<file path="src/rtl/wb_stage_pkg.sv">
// Shared encodings for the write-back stage: result-source select, load size and the load signedness bit.
// Also used by MEM-stage logic that decodes the same ld_op field.
package wb_stage_pkg;

    localparam logic [1:0] RES_SEL_ALU = 2'b00;
    localparam logic [1:0] RES_SEL_MEM = 2'b01;
    localparam logic [1:0] RES_SEL_CSR = 2'b10;

    typedef enum logic [1:0] {
        LD_B = 2'b00,
        LD_H = 2'b01,
        LD_W = 2'b10,
        LD_D = 2'b11
    } ld_size_e;

    localparam int LD_UNSIGNED_BIT = 2;

endpackage

</file>
<file path="src/rtl/wb_stage_ld_extend.sv">
// Combinational sub-word load extract: shift the addressed lane down, mask to size, sign/zero-extend.
// Zero latency; no flow control. Misaligned offsets are not checked.
module ld_extend
    import wb_stage_pkg::*;
#(
    parameter int DATA_W = 32
) (
    input  logic [2:0]        ld_op,
    input  logic [2:0]        addr_lo,
    input  logic [DATA_W-1:0] raw,
    output logic [DATA_W-1:0] ext
);

    logic [2:0]        byte_off;
    logic [5:0]        sh;
    logic [DATA_W-1:0] shifted;
    logic [DATA_W-1:0] mask;
    logic              sign;

    always_comb begin
        byte_off = (DATA_W == 64) ? addr_lo : {1'b0, addr_lo[1:0]};
        sh       = '0;
        mask     = '1;
        case (ld_size_e'(ld_op[1:0]))
            LD_B: begin
                sh   = {byte_off, 3'b000};
                mask = DATA_W'(8'hFF);
            end
            LD_H: begin
                sh   = {byte_off, 3'b000};
                mask = DATA_W'(16'hFFFF);
            end
            LD_W: begin
                sh   = (DATA_W == 64) ? {addr_lo[2], 5'b00000} : 6'd0;
                mask = DATA_W'(32'hFFFF_FFFF);
            end
            LD_D: begin
                sh   = '0;
                mask = '1;
            end
            default: begin
                sh   = '0;
                mask = '1;
            end
        endcase
        shifted = raw >> sh;
        // mask ^ (mask >> 1) isolates the top bit of the selected size, i.e. the sign position
        sign = !ld_op[LD_UNSIGNED_BIT] && (|(shifted & (mask ^ (mask >> 1))));
        ext  = (shifted & mask) | (sign ? ~mask : '0);
    end

endmodule

</file>
<file path="src/rtl/wb_stage.sv">
// Write-back stage: MEM->WB register, result-source mux, load extend, exception flush, forwarding and trace.
// Latency 1 cycle MEM issue -> RF write; never stalls MEM (ws_allow_in=1 out of reset), drops the follower of a flush.
module wb_stage
    import wb_stage_pkg::*;
#(
    parameter int DATA_W = 32,
    parameter int RF_AW  = 5,
    parameter int PC_W   = 32,
    parameter int EXC_W  = 6
) (
    input  logic                clk,
    input  logic                resetn,
    input  logic                ms_to_ws_valid,
    output logic                ws_allow_in,
    input  logic [PC_W-1:0]     ms_pc,
    input  logic                ms_rf_we,
    input  logic [RF_AW-1:0]    ms_rf_waddr,
    input  logic [1:0]          ms_res_sel,
    input  logic [2:0]          ms_ld_op,
    input  logic [2:0]          ms_addr_lo,
    input  logic [DATA_W-1:0]   ms_alu_result,
    input  logic [DATA_W-1:0]   ms_mem_rdata,
    input  logic [DATA_W-1:0]   ms_csr_rdata,
    input  logic                ms_ex,
    input  logic [EXC_W-1:0]    ms_ex_code,
    output logic                rf_we,
    output logic [RF_AW-1:0]    rf_waddr,
    output logic [DATA_W-1:0]   rf_wdata,
    output logic                fwd_valid,
    output logic [RF_AW-1:0]    fwd_addr,
    output logic [DATA_W-1:0]   fwd_data,
    output logic                wb_flush,
    output logic [PC_W-1:0]     wb_ex_pc,
    output logic [EXC_W-1:0]    wb_ex_code,
    output logic [PC_W-1:0]     debug_wb_pc,
    output logic [DATA_W/8-1:0] debug_wb_rf_we,
    output logic [RF_AW-1:0]    debug_wb_rf_wnum,
    output logic [DATA_W-1:0]   debug_wb_rf_wdata
);

    localparam logic WS_READY_GO = 1'b1;

    logic              ws_valid_q,   ws_valid_d;
    logic [PC_W-1:0]   pc_q,         pc_d;
    logic              rf_we_q,      rf_we_d;
    logic [RF_AW-1:0]  waddr_q,      waddr_d;
    logic              is_ld_q,      is_ld_d;
    logic [2:0]        ld_op_q,      ld_op_d;
    logic [2:0]        addr_lo_q,    addr_lo_d;
    logic [DATA_W-1:0] res_q,        res_d;
    logic [DATA_W-1:0] mem_rdata_q,  mem_rdata_d;
    logic              ex_q,         ex_d;
    logic [EXC_W-1:0]  ex_code_q,    ex_code_d;

    logic              ws_live;
    logic              accept;
    logic [DATA_W-1:0] ld_data;

    ld_extend #(.DATA_W(DATA_W)) u_ld_extend (
        .ld_op   (ld_op_q),
        .addr_lo (addr_lo_q),
        .raw     (mem_rdata_q),
        .ext     (ld_data)
    );

    always_comb begin
        // gating with resetn suppresses the held instruction's write/flush during the reset cycle itself
        ws_live     = ws_valid_q && resetn;
        ws_allow_in = resetn && (!ws_valid_q || WS_READY_GO);
        wb_flush    = ws_live && ex_q;
        accept      = ws_allow_in && ms_to_ws_valid && !wb_flush;

        ws_valid_d  = accept;
        pc_d        = pc_q;
        rf_we_d     = rf_we_q;
        waddr_d     = waddr_q;
        is_ld_d     = is_ld_q;
        ld_op_d     = ld_op_q;
        addr_lo_d   = addr_lo_q;
        res_d       = res_q;
        mem_rdata_d = mem_rdata_q;
        ex_d        = ex_q;
        ex_code_d   = ex_code_q;
        if (accept) begin
            pc_d        = ms_pc;
            rf_we_d     = ms_rf_we;
            waddr_d     = ms_rf_waddr;
            is_ld_d     = (ms_res_sel == RES_SEL_MEM);
            ld_op_d     = ms_ld_op;
            addr_lo_d   = ms_addr_lo;
            // reserved select 11 falls through to the ALU result
            res_d       = (ms_res_sel == RES_SEL_CSR) ? ms_csr_rdata : ms_alu_result;
            mem_rdata_d = ms_mem_rdata;
            ex_d        = ms_ex;
            ex_code_d   = ms_ex_code;
        end

        rf_we             = ws_live && rf_we_q && !ex_q;
        rf_waddr          = waddr_q;
        rf_wdata          = is_ld_q ? ld_data : res_q;
        fwd_valid         = rf_we;
        fwd_addr          = rf_waddr;
        fwd_data          = rf_wdata;
        wb_ex_pc          = pc_q;
        wb_ex_code        = ex_code_q;
        debug_wb_pc       = pc_q;
        debug_wb_rf_we    = {(DATA_W/8){rf_we}};
        debug_wb_rf_wnum  = rf_waddr;
        debug_wb_rf_wdata = rf_wdata;
    end

    always_ff @(posedge clk) begin
        if (!resetn) begin
            ws_valid_q  <= 1'b0;
            pc_q        <= '0;
            rf_we_q     <= 1'b0;
            waddr_q     <= '0;
            is_ld_q     <= 1'b0;
            ld_op_q     <= '0;
            addr_lo_q   <= '0;
            res_q       <= '0;
            mem_rdata_q <= '0;
            ex_q        <= 1'b0;
            ex_code_q   <= '0;
        end else begin
            ws_valid_q  <= ws_valid_d;
            pc_q        <= pc_d;
            rf_we_q     <= rf_we_d;
            waddr_q     <= waddr_d;
            is_ld_q     <= is_ld_d;
            ld_op_q     <= ld_op_d;
            addr_lo_q   <= addr_lo_d;
            res_q       <= res_d;
            mem_rdata_q <= mem_rdata_d;
            ex_q        <= ex_d;
            ex_code_q   <= ex_code_d;
        end
    end

endmodule

</file>
<file path="config.mk">
export PLATFORM = sky130hd
export DESIGN_NAME = wb_stage
export DESIGN_NICKNAME = d
export VERILOG_FILES = /design/src/rtl/wb_stage_pkg.sv /design/src/rtl/wb_stage_ld_extend.sv /design/src/rtl/wb_stage.sv
export SDC_FILE = /design/constraint.sdc
export NUM_CORES = 1
export LEC_CHECK = 0
export BUFFER_PORTS_ARGS = -buffer_cell sky130_fd_sc_hd__buf_2
export CAP_MARGIN = 20
export CORE_ASPECT_RATIO = 2
export CORE_MARGIN = 5
export CORE_UTILIZATION = 40
export DETAILED_ROUTE_END_ITERATION = 6
export GPL_ROUTABILITY_DRIVEN = 0
export GPL_TIMING_DRIVEN = 0
export PLACE_DENSITY = 0.79
export SYNTH_ARGS = -nofsm -noshare
export SYNTH_HDL_FRONTEND = slang
export SYNTH_SLANG_ARGS = --single-unit
</file>
<file path="constraint.sdc">
create_clock -name clk -period 1.6 [get_ports clk]
set_input_delay 0 -clock clk [delete_from_list [all_inputs] [get_ports clk]]
set_output_delay 0 -clock clk [all_outputs]
set_load 0.05 [all_outputs]
</file>
==> flow_metrics.tcl <==
set metrics [dict create \
    outcome "complete, but fails checks" \
    violations "negative setup slack" \
    ys_warn_count 0 \
    grt_pass1_vias 8450 \
    fin_crit_sh_pct 143 \
    synth.area.top_cells "dfxtp_1 36%, buf_4 15%, nand2_1 13%" \
    min_period_ns 2.29 \
    core-area_mm2 0.0162 \
    rsz0062_at_grt "yes" \
    synth-seq-area-share_pct 35.6 \
    holdCritPathClass "input port to flip-flop" \
    fmax_mhz 436 \
    dp_cells 1350 \
    drt_iter0_markers 320 \
    vias_per_cell 5.11 \
    cts_tree "done" \
    worstSetupStartpointType "flip-flop" \
    antenna_found_initial 1 \
    dpl.hpwl_um 18800 \
    async_reset_ff_share_pct 0 \
    die_w_um 100 \
    drc_errors 0 \
    nets 1475 \
    skew_ns 0.00519 \
    slew_headroom_pct 36.2 \
    fin_util_pct 75.5 \
    io_pins 341 \
    min_to "ex_q" \
    setup_viol_count_final 96 \
    cts_sinks 116 \
    path_clk_slew_ns 0.06 \
    r2r_start "ex_q" \
    synth_largest_area_cell "dfxtp_1" \
    fin_ws_ns -0.693 \
    vias 7874 \
    clk_latency_ns 0.41 \
    whs_path_depth 4 \
    grt_pass1_wl_um 45000 \
    wl_um 30300 \
    cap_viol_max_count 0 \
    clk_path_buf_depth 2 \
    synth_cell_type_count 39 \
    crit_required_ns 1.60 \
    crit_fanout 10 \
    die_area_mm2 0.0191 \
    synth_area_mm2 0.00651 \
    worstSetupPathType "flip-flop to primary output" \
    worstPathCellList "buf_2, buf_2, nand2_1, nand2_1, o21ai_0, nand2_8, buf_6, buf_8" \
    r2r_slack_ns 0.05 \
    htreeDepth 4 \
    grt_overflow 0 \
    p_per_area_mw_per_mm2 917 \
    grt_use_total_pct 30.4 \
    synth_ff_type "dfxtp_1" \
    root_buffer "clkbuf_16" \
    drv_slew 0 \
    slowest_stage "dfxtp_4" \
    worstMarginPinSlew_ns 0.947 \
    hold_path.startpoint "ms_to_ws_valid" \
    synth.most_common_cell "nand2_1" \
    syn-num-nets 960 \
    crit_arrival_ns 2.29 \
    ir_drop_mv 1.13 \
    ys_top_cells_by_count "233 x nand2_1, 128 x buf_4, 116 x dfxtp_1" \
    rows 66 \
    cts_buffers 17 \
    leakagePower_nw 5.92 \
    syn_inst 808 \
    start_util_pct 40.3 \
    cp-end-kind "primary output" \
    die_y_um 190 \
    layout-drive-gt1-share_pct 45.1 \
    area.growth.synth_to_final_pct 87.6 \
    dr.pass1.iters 6 \
    fin_cells 1541 \
    reg2reg_to "res_q[7]" \
    reg2reg_depth 7 \
    syn_area_per_cell_um2 8.06 \
    synth-edff-count 0 \
    routedWlPerCell_um 19.7 \
    hold_viol_final 0 \
    io_buffers 338 \
    crit_path_max_incr_delay_ns 0.37 \
    ys_ff_latch 116 \
    grt_max_degree 17 \
    ant_nets 0 \
    yosysTopAreaCellShare_pct 35.6 \
]
[cell usage in the layout, fill, tap and decap left out, drive strengths merged, types with 4 or more instances in the layout]
cell type | Yosys | final
a211o | 7 | 7
a21oi | 16 | 16
buf | 149 | 496
clkbuf | 23 | 47
clkinvlp | 0 | 4
dfxtp | 116 | 116
dlygate4sd3 | 0 | 147
inv | 4 | 6
mux2 | 9 | 9
mux2i | 37 | 37
mux4 | 7 | 7
nand2 | 243 | 243
nand2b | 4 | 4
nand3b | 16 | 16
nor2 | 10 | 10
nor2b | 11 | 11
o211a | 32 | 32
o21ai | 98 | 98
o22ai | 9 | 9
[sequential cells by signal, indices dropped and copies added, names as in the netlist]
| name | flops |
|---|---|
| addr_lo_q | 2 |
| ld_op_q | 3 |
| ws_valid_q | 1 |
| debug_wb_pc | 32 |
| is_ld_q | 1 |
| ex_q | 1 |
| wb_ex_code | 6 |
| res_q | 32 |
| debug_wb_rf_wnum | 5 |
| mem_rdata_q | 32 |
| rf_we_q | 1 |
[repair_timing]
item,in CTS,in global routing
setup endpoints to repair,116,147
gates cloned,1,0
hold buffers,147,0
pin swaps,5,1
setup buffers,8,5
gates resized for setup,274,42
endpoints found under the hold margin,115,0
[worst max path at each step]
stage                from      endpoint  slack [ns]  cells after the start
5_1_grt        ld_op_q[1]  rf_wdata[30]       -0.76                      8
3_5_place_dp      is_ld_q  rf_wdata[12]       -0.69                      6
2_1_floorplan  ld_op_q[0]  fwd_data[15]       -0.69                      6
3_3_place_gp      is_ld_q  rf_wdata[12]       -0.64                      6
6_report       ld_op_q[1]  rf_wdata[30]       -0.69                      8
4_1_cts        ld_op_q[0]  fwd_data[16]       -0.61                      9
[report_power, final]
group	switching (mW)	internal [mW]
Sequential	0.206	3.10
Combinational	2.45	1.81
Clock	1.41	2.23
Total	4.07	7.14
[stage by stage]
stage / instance area [um2] / hold slack (ns) / TNS (ns) / setup slack [ns] / power (mW)
5_1_grt: 12200 / 0.0386 / -60.33 / -0.759 / 11.5
4_1_cts: 12000 / 0.00277 / -54.80 / -0.612 / 11.0
3_5_place_dp: 8950 / 0.204 / -39.93 / -0.692 / 6.60
2_1_floorplan: 7010 / 0.114 / -22.11 / -0.693 / 5.81
6_report: 12200 / 0.0145 / -54.91 / -0.693 / 11.2
3_3_place_gp: 8950 / 0.198 / -37.18 / -0.636 / 6.56
[layout make-up]
cell class / count / area (um2)
Buffer: 171 / 1470
Fill cell: 1029 / 3960
Clock buffer: 22 / 464
Tap cell: 204 / 255
Inverter: 4 / 15.0
Multi-Input combinational cell: 516 / 3450
Sequential cell: 116 / 2330
Clock inverter: 10 / 100
Timing Repair Buffer: 497 / 4130
Antenna cell: 1 / 2.50
[per-layer routing]
metal / vias to the layer above / routed length, um / global-route usage (%)
met5: - / 0 / 0
met4: 0 / 2010 / 19.3
met3: 134 / 1890 / 6.52
met2: 413 / 16800 / 57.7
met1: 3688 / 9630 / 28.2
li1: 3639 / - / -
[worst max-delay path, delay by kind of cell (launching register included)]
family | cells | cell delay (ns)
simple gates | 3 | 0.41
compound gates | 1 | 0.33
flops | 1 | 0.37
buf+inv | 4 | 0.75
[cells by family (layout without fill, tap and decap cells)]
group                  after synthesis  in the layout  synth area share, %
AO/OA/AOI/OAI                      170            170                 16.7
XOR/XNOR                             1              1                0.134
other                                0              1                    0
multiplexers                        53             53                 9.66
buffers and inverters              176            704                 18.2
AND/OR/NAND/NOR                    292            292                 19.6
flip-flops                         116            116                 35.6
(Power assumes the default switching activity.)
